`config.mk`:
```
export PLATFORM = sky130hd
export DESIGN_NAME = rf_block_xfer_seq
export DESIGN_NICKNAME = d
export VERILOG_FILES = /design/src/rtl/rf_seq_pkg.sv /design/src/rtl/rf_list_pick.sv /design/src/rtl/rf_block_xfer_seq.sv
export SDC_FILE = /design/constraint.sdc
export NUM_CORES = 1
export LEC_CHECK = 0
export CORE_MARGIN = 3
export CORE_UTILIZATION = 43
export CTS_CLUSTER_SIZE = 28
export DETAILED_ROUTE_END_ITERATION = 12
export HOLD_SLACK_MARGIN = 0.03
export PLACE_DENSITY_LB_ADDON = 0.25
export SLEW_MARGIN = 20
export SYNTH_ARGS = -nofsm -noshare
export SYNTH_HDL_FRONTEND = slang
export SYNTH_SLANG_ARGS = --single-unit
```
`constraint.sdc`:
```
create_clock -name clock -period 3.6 [get_ports clock]
set_input_delay 0.72 -clock clock [delete_from_list [all_inputs] [get_ports clock]]
set_output_delay 0.72 -clock clock [all_outputs]
set_load 0.01 [all_outputs]
```
`src/rtl/rf_seq_pkg.sv`:
```
// rf_seq_pkg: shared types and constants for the block-transfer sequencer.
//   state_e    - sequencer state encoding
//   WORD_BYTES - address step per transferred register
//   PC_INDEX   - register index routed to the dedicated R15 write path
//   REG_COUNT  - number of architectural registers / reg_list width
package rf_seq_pkg;

    typedef enum logic [1:0] {
        IDLE   = 2'd0,
        ACCESS = 2'd1,
        WRITE  = 2'd2,
        DONE   = 2'd3
    } state_e;

    localparam int         WORD_BYTES = 4;
    localparam logic [3:0] PC_INDEX   = 4'd15;
    localparam int         REG_COUNT  = 16;

endpackage

```
`src/rtl/rf_list_pick.sv`:
```
// rf_list_pick: direction-selectable priority encoder over a register list.
//   list_i - remaining register list (bit i = Ri still to transfer)
//   up_i   - 1: pick lowest set bit, 0: pick highest set bit
//   idx_o  - picked register index (0 when list is empty)
//   vld_o  - list is non-empty
module rf_list_pick
    import rf_seq_pkg::*;
(
    input  logic [REG_COUNT-1:0] list_i,
    input  logic                 up_i,
    output logic [3:0]           idx_o,
    output logic                 vld_o
);

    always_comb begin
        idx_o = '0;
        vld_o = |list_i;
        if (up_i) begin
            // Scan downward so the last hit is the lowest set bit.
            for (int i = REG_COUNT - 1; i >= 0; i--) begin
                if (list_i[i]) idx_o = 4'(i);
            end
        end else begin
            // Scan upward so the last hit is the highest set bit.
            for (int i = 0; i < REG_COUNT; i++) begin
                if (list_i[i]) idx_o = 4'(i);
            end
        end
    end

endmodule

```
`src/rtl/rf_block_xfer_seq.sv`:
```
// rf_block_xfer_seq: block load/store sequencer for the 16x32 register file.
// Walks a 16-bit register list one register per memory access, holding the
// pipeline stalled through busy until the transfer completes.
//   clock, R         - clock, synchronous active-low reset
//   start ... base_addr - command (sampled only in IDLE)
//   busy, done, final_addr - status; final_addr holds until the next start
//   mem_*            - memory access handshake (ack may come in first cycle)
//   rf_rd_sel/rf_rd_data - RF read port 3 (combinational store data path)
//   rf_ld/rf_wsel/rf_wdata - RF general write port (R0..R14)
//   pc_we/pc_wdata   - dedicated R15 write path
module rf_block_xfer_seq
    import rf_seq_pkg::*;
#(
    parameter int DATA_W = 32,
    parameter int ADDR_W = 32
) (
    input  logic              clock,
    input  logic              R,
    input  logic              start,
    input  logic              is_load,
    input  logic              up,
    input  logic [15:0]       reg_list,
    input  logic [ADDR_W-1:0] base_addr,
    output logic              busy,
    output logic              done,
    output logic [ADDR_W-1:0] final_addr,
    output logic              mem_req,
    output logic              mem_we,
    output logic [ADDR_W-1:0] mem_addr,
    output logic [DATA_W-1:0] mem_wdata,
    input  logic              mem_ack,
    input  logic [DATA_W-1:0] mem_rdata,
    output logic [3:0]        rf_rd_sel,
    input  logic [DATA_W-1:0] rf_rd_data,
    output logic              rf_ld,
    output logic [3:0]        rf_wsel,
    output logic [DATA_W-1:0] rf_wdata,
    output logic              pc_we,
    output logic [DATA_W-1:0] pc_wdata
);

    state_e                 state_q, state_d;
    logic [REG_COUNT-1:0]   list_q, list_d;
    logic                   ld_q, ld_d;
    logic                   up_q, up_d;
    logic [ADDR_W-1:0]      addr_q, addr_d;
    logic [DATA_W-1:0]      data_q, data_d;
    logic [ADDR_W-1:0]      final_q, final_d;

    logic [3:0]             cur_idx;
    logic                   cur_vld;
    logic [REG_COUNT-1:0]   cur_bit;
    logic [REG_COUNT-1:0]   list_clr;
    logic [ADDR_W-1:0]      addr_step;

    rf_list_pick u_pick (
        .list_i (list_q),
        .up_i   (up_q),
        .idx_o  (cur_idx),
        .vld_o  (cur_vld)
    );

    always_comb begin
        cur_bit          = '0;
        cur_bit[cur_idx] = 1'b1;
    end

    assign list_clr   = list_q & ~cur_bit;
    // Address arithmetic wraps naturally modulo 2^ADDR_W.
    assign addr_step  = up_q ? addr_q + ADDR_W'(WORD_BYTES)
                             : addr_q - ADDR_W'(WORD_BYTES);
    assign final_addr = final_q;

    always_comb begin
        state_d   = state_q;
        list_d    = list_q;
        ld_d      = ld_q;
        up_d      = up_q;
        addr_d    = addr_q;
        data_d    = data_q;
        final_d   = final_q;
        busy      = (state_q != IDLE);
        done      = 1'b0;
        mem_req   = 1'b0;
        mem_we    = 1'b0;
        mem_addr  = '0;
        mem_wdata = '0;
        rf_rd_sel = '0;
        rf_ld     = 1'b0;
        rf_wsel   = '0;
        rf_wdata  = '0;
        pc_we     = 1'b0;
        pc_wdata  = '0;

        unique case (state_q)
            IDLE: begin
                if (start) begin
                    if (reg_list != '0) begin
                        list_d  = reg_list;
                        ld_d    = is_load;
                        up_d    = up;
                        addr_d  = base_addr;
                        state_d = ACCESS;
                    end else begin
                        final_d = base_addr;
                        state_d = DONE;
                    end
                end
            end

            ACCESS: begin
                if (!cur_vld) begin
                    // Unreachable with a non-empty latched list; recover cleanly.
                    final_d = addr_q;
                    state_d = DONE;
                end else begin
                    mem_req   = 1'b1;
                    mem_we    = ~ld_q;
                    mem_addr  = addr_q;
                    rf_rd_sel = cur_idx;
                    mem_wdata = rf_rd_data;
                    if (mem_ack) begin
                        if (ld_q) begin
                            data_d  = mem_rdata;
                            state_d = WRITE;
                        end else begin
                            list_d = list_clr;
                            addr_d = addr_step;
                            if (list_clr == '0) begin
                                final_d = addr_step;
                                state_d = DONE;
                            end
                        end
                    end
                end
            end

            WRITE: begin
                if (cur_idx == PC_INDEX) begin
                    pc_we    = 1'b1;
                    pc_wdata = data_q;
                end else begin
                    rf_ld    = 1'b1;
                    rf_wsel  = cur_idx;
                    rf_wdata = data_q;
                end
                list_d = list_clr;
                addr_d = addr_step;
                if (list_clr == '0) begin
                    final_d = addr_step;
                    state_d = DONE;
                end else begin
                    state_d = ACCESS;
                end
            end

            DONE: begin
                done    = 1'b1;
                state_d = IDLE;
            end

            default: state_d = IDLE;
        endcase
    end

    always_ff @(posedge clock) begin
        if (!R) begin
            state_q <= IDLE;
            list_q  <= '0;
            ld_q    <= 1'b0;
            up_q    <= 1'b0;
            addr_q  <= '0;
            data_q  <= '0;
            final_q <= '0;
        end else begin
            state_q <= state_d;
            list_q  <= list_d;
            ld_q    <= ld_d;
            up_q    <= up_d;
            addr_q  <= addr_d;
            data_q  <= data_d;
            final_q <= final_d;
        end
    end

endmodule

```
==> metrics.yaml, run 1 <==
global_route:
  grt_start_max_net_pins: 71
  grt_pass1_wl_um: 52400
  overflow: 0
  antenna_found_initial: 1
  grt_pass1_vias: 9817
  track_usage_pct: 29.3
worst_setup_path:
  r2r_cells: 12
  cp_data_required_time_ns: 3.89
  cp-start-kind: "flop"
  timing.rr.start: "list_q[9]"
  path_class: "flop to flop"
  worstPathMaxFanout: 9
  reg2reg_to: "final_addr[20]"
  worst_setup_path_end_kind: "flop"
  cp_data_arrival_time_ns: 3.95
  reg2reg_setup_slack_ns: -0.06
floorplanning:
  die-area_mm2: 0.0221
  die_x_um: 149
  core_mm2: 0.0197
  die_y_um: 149
  fp-row-count: 51
  initial_core_util_pct: 44.3
  pin_count: 292
worst_hold_path:
  whs_path_depth: 2
  min_path_type: "flop to flop"
  hold_end: "final_addr[2]"
  hp-start: "final_addr[2]"
finish:
  area_delta_synth_final_pct: 59.2
  n_antenna_cell: 0
  final_area_mm2: 0.0139
  utilization_pct: 70.6
  num-nets-final: 1629
  drive_gt1_share_pct: 25.2
  finalNonFillerCells: 1755
timing:
  setup_violations: 25
  finalCritPeriodShare_pct: 102
  slew_violations: 0
  finClkSkew_ns: 0.0132
  setup_ws_ns: -0.0635
  slew_headroom_pct: 28.3
  final_hold_viol_count: 0
  period_needed_ns: 3.66
  hold_ws_ns: 0.458
  max_slew.worst_pin.slew_ns: 1.07
  fmax_mhz: 273
  rsz0062_at_grt: "yes"
logic_synthesis:
  yosysSeqAreaShare_pct: 26.6
  synth_cell_types: 76
  ys_top_cells_by_count: "nor2_1, dfxtp_1, and2_1, nand2_1, a21oi_1"
  synth.mux.area_fraction_pct: 6.51
  syn-instance-count: 1129
  synthAdderAreaFrac_pct: 4.95
  syn_nets: 1281
  yosysMostFrequentCell: "nor2_1"
  yosysWarnings: 0
  synth_ff_type: "dfxtp_1"
  avgSynthCellArea_um2: 7.74
  async_flop_share_pct: 0
  synth_xor_area_share_pct: 2.41
  synth_seq_cells: 116
  synth_edf_count: 0
  yosysTopAreaCell: "dfxtp_1"
  netlist_top_cells_area: "dfxtp_1, and2_1, nor2_1, a21oi_1, ha_1"
  synth_compound_area_share_pct: 27.1
  synthSimpleGateAreaFrac_pct: 26.9
  synth_area_mm2: 0.00874
  synth_top_family_by_area: "compound AO/OA/AOI/OAI gates"
  synth_top_area_share_pct: 26.6
clock_network:
  cts_tree: "done"
  hold_buffers: 0
  clkTransAtPathRegs_ns: 0.06
  cts-buffers-inserted: 17
  clock_latency_ns: 0.42
  htreeDepth: 4
  clockBufferDepth: 2
  cts-root-buf: "clkbuf_16"
  cts_sinks: 116
routing:
  drt_iter0_markers: 815
  drt_wl_total_um: 34600
  route.detailed.drc: 0
  firstDrtPassIters: 5
  vias_per_cell: 5.77
  postRouteAntennaNets: 0
  vias: 10120
  wire_per_inst_um: 19.7
run_status:
  outcome: "complete, but fails checks"
  violations: "negative setup slack"
placement:
  dp_hpwl_um: 24200
  gp_congestion: 0.969
  dpl-instance-area_mm2: 0.0128
  port_buffers: 291
  placed_cells: 1701
job:
  cap_violations: 0
power_and_ir_drop:
  peakVddDrop_uv: 655
  p_leak_nw: 6.03
  p_per_area_mw_per_mm2: 1140
## cell families (layout without fill, tap and decap cells)
| family | after synthesis | after routing |
|---|---|---|
| compound gates | 317 | 317 |
| simple gates | 472 | 472 |
| fa+ha+maj | 34 | 34 |
| xor+xnor | 24 | 24 |
| flops | 116 | 116 |
| mux | 50 | 50 |
| buf+inv | 116 | 477 |
## power by group
part	total [W]	leakage, nW	internal, W	switching (W)
Sequential	0.00227	0.956	0.00173	0.000540
Clock	0.00169	0.285	0.00103	0.000667
Combinational	0.0119	4.78	0.00567	0.00620
Total	0.0158	6.03	0.00843	0.00741
## per-stage QoR
step                      setup slack [ns]  TNS (ns)  power, W
after CTS                          -0.0696    -0.929    0.0147
after global routing                -0.240     -7.37    0.0168
after global placement             -0.0889     -1.16    0.0124
after floorplan                     -0.213     -4.95   0.00872
final                              -0.0635     -1.02    0.0158
after detailed placement            -0.108    -0.189    0.0125
## layer usage
layer	vias to the layer above	track usage [%]	part of all wire, %
met5	-	0	0
met4	0	9.75	2.7
met3	79	5.64	7.2
met2	435	50.6	49
met1	4809	36.6	41
li1	4797	-	-
## worst max-delay path by stage
stage                    from        endpoint  slack (ns)
global route        list_q[9]   final_addr[8]       -0.24
detailed placement       up_q      addr_q[31]       -0.11
floorplan                up_q  final_addr[13]       -0.21
finish              list_q[9]  final_addr[20]       -0.06
global placement         up_q      addr_q[31]       -0.09
CTS                 list_q[4]     pc_wdata[6]       -0.07
## critical path: stages (launching register included)
cell,delay [ns]
dfxtp_4,0.37
nor4_4,0.38
o311ai_4,0.16
a211oi_2,0.31
a221oi_4,0.10
or4_1,0.55
a22o_1,0.24
nor4_2,0.20
and4_4,0.38
buf_12,0.19
mux2_4,0.31
a221oi_2,0.25
a2111oi_2,0.07
## flip-flops by register name (all words and copies together), names as in the netlist
register and count:
state_q 2, addr_q 32, data_q 32, list_q 16
up_q 1, ld_q 1, final_addr 32
## cell usage in the layout, fill, tap and decap left out, types with 20 or more instances in the layout
cell type,count
a2111oi_2,20
a211oi_1,22
a21oi_1,86
and2_1,101
and3_1,37
buf_4,98
clkbuf_16,21
clkbuf_2,48
clkdlybuf4s50_1,188
dfxtp_1,107
dlygate4sd2_1,29
ha_1,20
inv_1,23
mux2_4,24
mux2i_1,25
nand2_1,104
nor2_1,135
o21ai_0,37
## timing repair
action,CTS,global route
pin swaps,2,27
cloned,3,5
endpoints found under the setup margin,151,125
buffers inserted,6,8
resized for setup,115,199
## cell type report
cell class / instances / area [um^2]
multi-input combinational: 897 / 6660
fill: 1552 / 5800
timing repair buffer: 415 / 3880
inverter: 30 / 123
clock inverter: 14 / 153
clock buffer: 18 / 429
tap: 265 / 332
sequential: 116 / 2340
(Power assumes the default switching activity.)
==> inputs of run 2 (changes only) <==
--- a/config.mk
+++ b/config.mk
@@ -15,3 +15,4 @@
 export SYNTH_ARGS = -nofsm -noshare
 export SYNTH_HDL_FRONTEND = slang
 export SYNTH_SLANG_ARGS = --single-unit
+export TNS_END_PERCENT = 50
==> run 2 against run 1 <==
  * Sequential share of layout area is 0.43 points lower
  * Clock power is 12% higher
  * Count of clock-buffer cells in the layout is 2 higher
  * Via count is 1.6% higher
  * Critical path depth is 3 higher
  * Sequential cell count stayed put
  * Register-to-register slack worse by 0.09 ns
  * Cell area is 2.3% higher
  * Total power is 4.0% higher
  * Maximum frequency is 2.4% lower
  * The run still ends with negative setup slack left
==> metrics.yaml, run 2 (synthesized netlist as in run 1, its figures left out) <==
run_status:
  outcome: "complete, but fails checks"
  violations: "negative setup slack"
global_route:
  grt_pass1_wl_um: 53600  # +2.3%
  antenna_found_initial: 0  # -1
  grt_use_met3_pct: 4.63  # -1.0 points
  grt_start_max_net_pins: 71  # unchanged
  track_usage_pct: 30.0  # +0.74 points
  use_met2_pct: 52.0  # +1.4 points
  grt.met1_usage_pct: 37.8  # +1.2 points
  overflow: 0  # unchanged
  top_usage_layer: "met2"
  grt_pass1_vias: 9804  # -0.13%
routing:
  postRouteAntennaNets: 0  # unchanged
  vias: 10285  # +1.6%
  drt_iter0_markers: 753  # -7.6%
  route.detailed.drc: 0  # unchanged
  wire_per_inst_um: 20.6  # +4.3%
  vias_per_cell: 5.81  # +0.83%
  firstDrtPassIters: 5  # unchanged
  drt_wl_total_um: 36400  # +5.2%
finish:
  area_delta_synth_final_pct: 63.0
  drive_gt1_share_pct: 27.1  # +2.0 points
  final_common_cell: "clkdlybuf4s50_1"
  ff_latch_area_mm2: 0.00233  # -0.27%
  n_antenna_cell: 0  # unchanged
  multi_input_area_mm2: 0.00676  # +1.4%
  utilization_pct: 72.2  # +1.7 points
  fill_cells: 1486  # -4.3%
  finalNonFillerCells: 1769  # +0.80%
  layout_common_cells: "clkdlybuf4s50_1, nor2_1, dfxtp_1, nand2_1, buf_4"
  num-nets-final: 1643  # +0.86%
timing:
  setup_ws_ns: -0.152  # -0.0883 ns
  finalCritPeriodShare_pct: 104  # +2.5 points
  final_hold_viol_count: 0  # unchanged
  rsz0062_at_grt: "yes"
  finClkSkew_ns: 0.0126  # -0.000582 ns
  fin_setup_tns_ns: -2.85  # -1.83 ns
  fmax_mhz: 267  # -2.4%
  setup_violations: 29  # +16%
  max_slew.worst_pin.slew_ns: 0.901  # -0.170 ns
  period_needed_ns: 3.75  # +0.0883 ns
  slew_headroom_pct: 39.9  # +12 points
  slew_violations: 0  # unchanged
floorplanning:
  core_mm2: 0.0197  # unchanged
  die_x_um: 149  # unchanged
  die_y_um: 149  # unchanged
  fp-row-count: 51  # unchanged
  die-area_mm2: 0.0221  # unchanged
  initial_core_util_pct: 44.3  # unchanged
  pin_count: 292  # unchanged
worst_setup_path:
  reg2reg_to: "final_addr[28]"
  timing.rr.start: "list_q[4]"
  cp_data_arrival_time_ns: 4.06  # +0.11 ns
  r2r_cells: 15  # +3
  cp-start-kind: "flop"
  reg2reg_setup_slack_ns: -0.15  # -0.09 ns
  cp_data_required_time_ns: 3.91  # +0.02 ns
  path_class: "flop to flop"
  worst_setup_path_end_kind: "flop"
  worstPathMaxFanout: 5  # -4
placement:
  port_buffers: 291  # unchanged
  dp_slack_ns: -0.192  # -0.0843 ns
  gp_congestion: 0.998  # +3.0%
  dp_hpwl_um: 24300  # +0.56%
  placed_cells: 1707  # +0.35%
clock_network:
  cts-root-buf: "clkbuf_16"
  cts-buffers-inserted: 17  # unchanged
  cts_tree: "done"
  cts_sinks: 116  # unchanged
  clockBufferDepth: 2  # unchanged
  clkTransAtPathRegs_ns: 0.06  # about the same
  hold_buffers: 0  # unchanged
  htreeDepth: 4  # unchanged
  clock_latency_ns: 0.43  # about the same
job:
  cap_violations: 0  # unchanged
power_and_ir_drop:
  p_leak_nw: 6.18  # +2.6%
  peakVddDrop_uv: 706  # +7.7%
  switching_share_pct: 46.4  # -0.37 points
  p_sw_w: 0.00765  # +3.2%
  p_clk_share_pct: 11.5  # +0.8 points
  combinationalPowerShare_pct: 74.8  # -0.2 points
  power.total_w: 0.0165  # +4.0%
  p_per_area_mw_per_mm2: 1160  # +1.6%
  internal_power_w: 0.00883  # +4.8%
  pwr-share-seq_pct: 13.7  # -0.7 points
worst_hold_path:
  hp-start: "data_q[12]"
  hold_end: "data_q[12]"
  min_path_type: "flop to flop"
  whs_path_depth: 2  # unchanged
==> run 2: worst max path at each step <==
stage | cells past startpoint | from | endpoint
CTS | 11 | list_q[11] | rf_wsel[3]
global placement | 12 | list_q[8] | final_addr[27]
global route | 15 | up_q | final_addr[23]
detailed placement | 15 | up_q | final_addr[0]
finish | 15 | list_q[4] | final_addr[28]
floorplan | 13 | up_q | final_addr[13]
==> run 2: what timing repair did <==
action                                 4_1_cts  5_1_grt
endpoints found under the hold margin        0        0
gates cloned                                 3        8
pin swaps                                   12       47
setup buffers                                4       16
setup endpoints to repair                  167      169
resized for setup                          210      226
==> run 2: metrics by stage <==
| step | instance area [um^2] | hold WS, ns |
|---|---|---|
| 2_1_floorplan | 9010 | 0.440 |
| 5_1_grt | 14200 | 0.481 |
| 6_report | 14200 | 0.461 |
| 4_1_cts | 13700 | 0.462 |
| 3_5_place_dp | 12900 | 0.448 |
| 3_3_place_gp | 12900 | 0.447 |
==> run 2: power by group through the flow <==
stage | combinational [W] | sequential, W | clock, W
after floorplan | 0.00650 | 0.00216 | 0
after CTS | 0.0110 | 0.00222 | 0.00190
after global routing | 0.0131 | 0.00231 | 0.00195
after global placement | 0.0102 | 0.00221 | 0
final | 0.0123 | 0.00225 | 0.00190
after detailed placement | 0.0103 | 0.00221 | 0
==> run 2: routing by layer <==
metal,routed length [um],vias up
met4,916,0
li1,-,4823
met3,2430,73
met5,0,-
met1,15100,4937
met2,18000,452
==> run 2: area by class of cell <==
type / instances / share of cell area (%)
Sequential cell: 116 / 16.4
Tap cell: 265 / 2.33
Inverter: 30 / 0.843
Timing Repair Buffer: 429 / 28.5
Clock buffer: 20 / 3.29
Clock inverter: 12 / 1.23
Multi-Input combinational cell: 897 / 47.5
==> run 2: worst max-delay path, cell delays in order (launching register included) <==
cell       delay (ns)
dfxtp_2          0.33
nor4_4           0.36
o311ai_2         0.19
a211oi_2         0.33
buf_4            0.17
a221oi_4         0.04
or4_1            0.51
a22o_1           0.25
nor4_2           0.19
and4_4           0.29
buf_12           0.12
buf_12           0.10
buf_16           0.11
mux2_4           0.30
a221oi_2         0.25
a2111oi_2        0.07
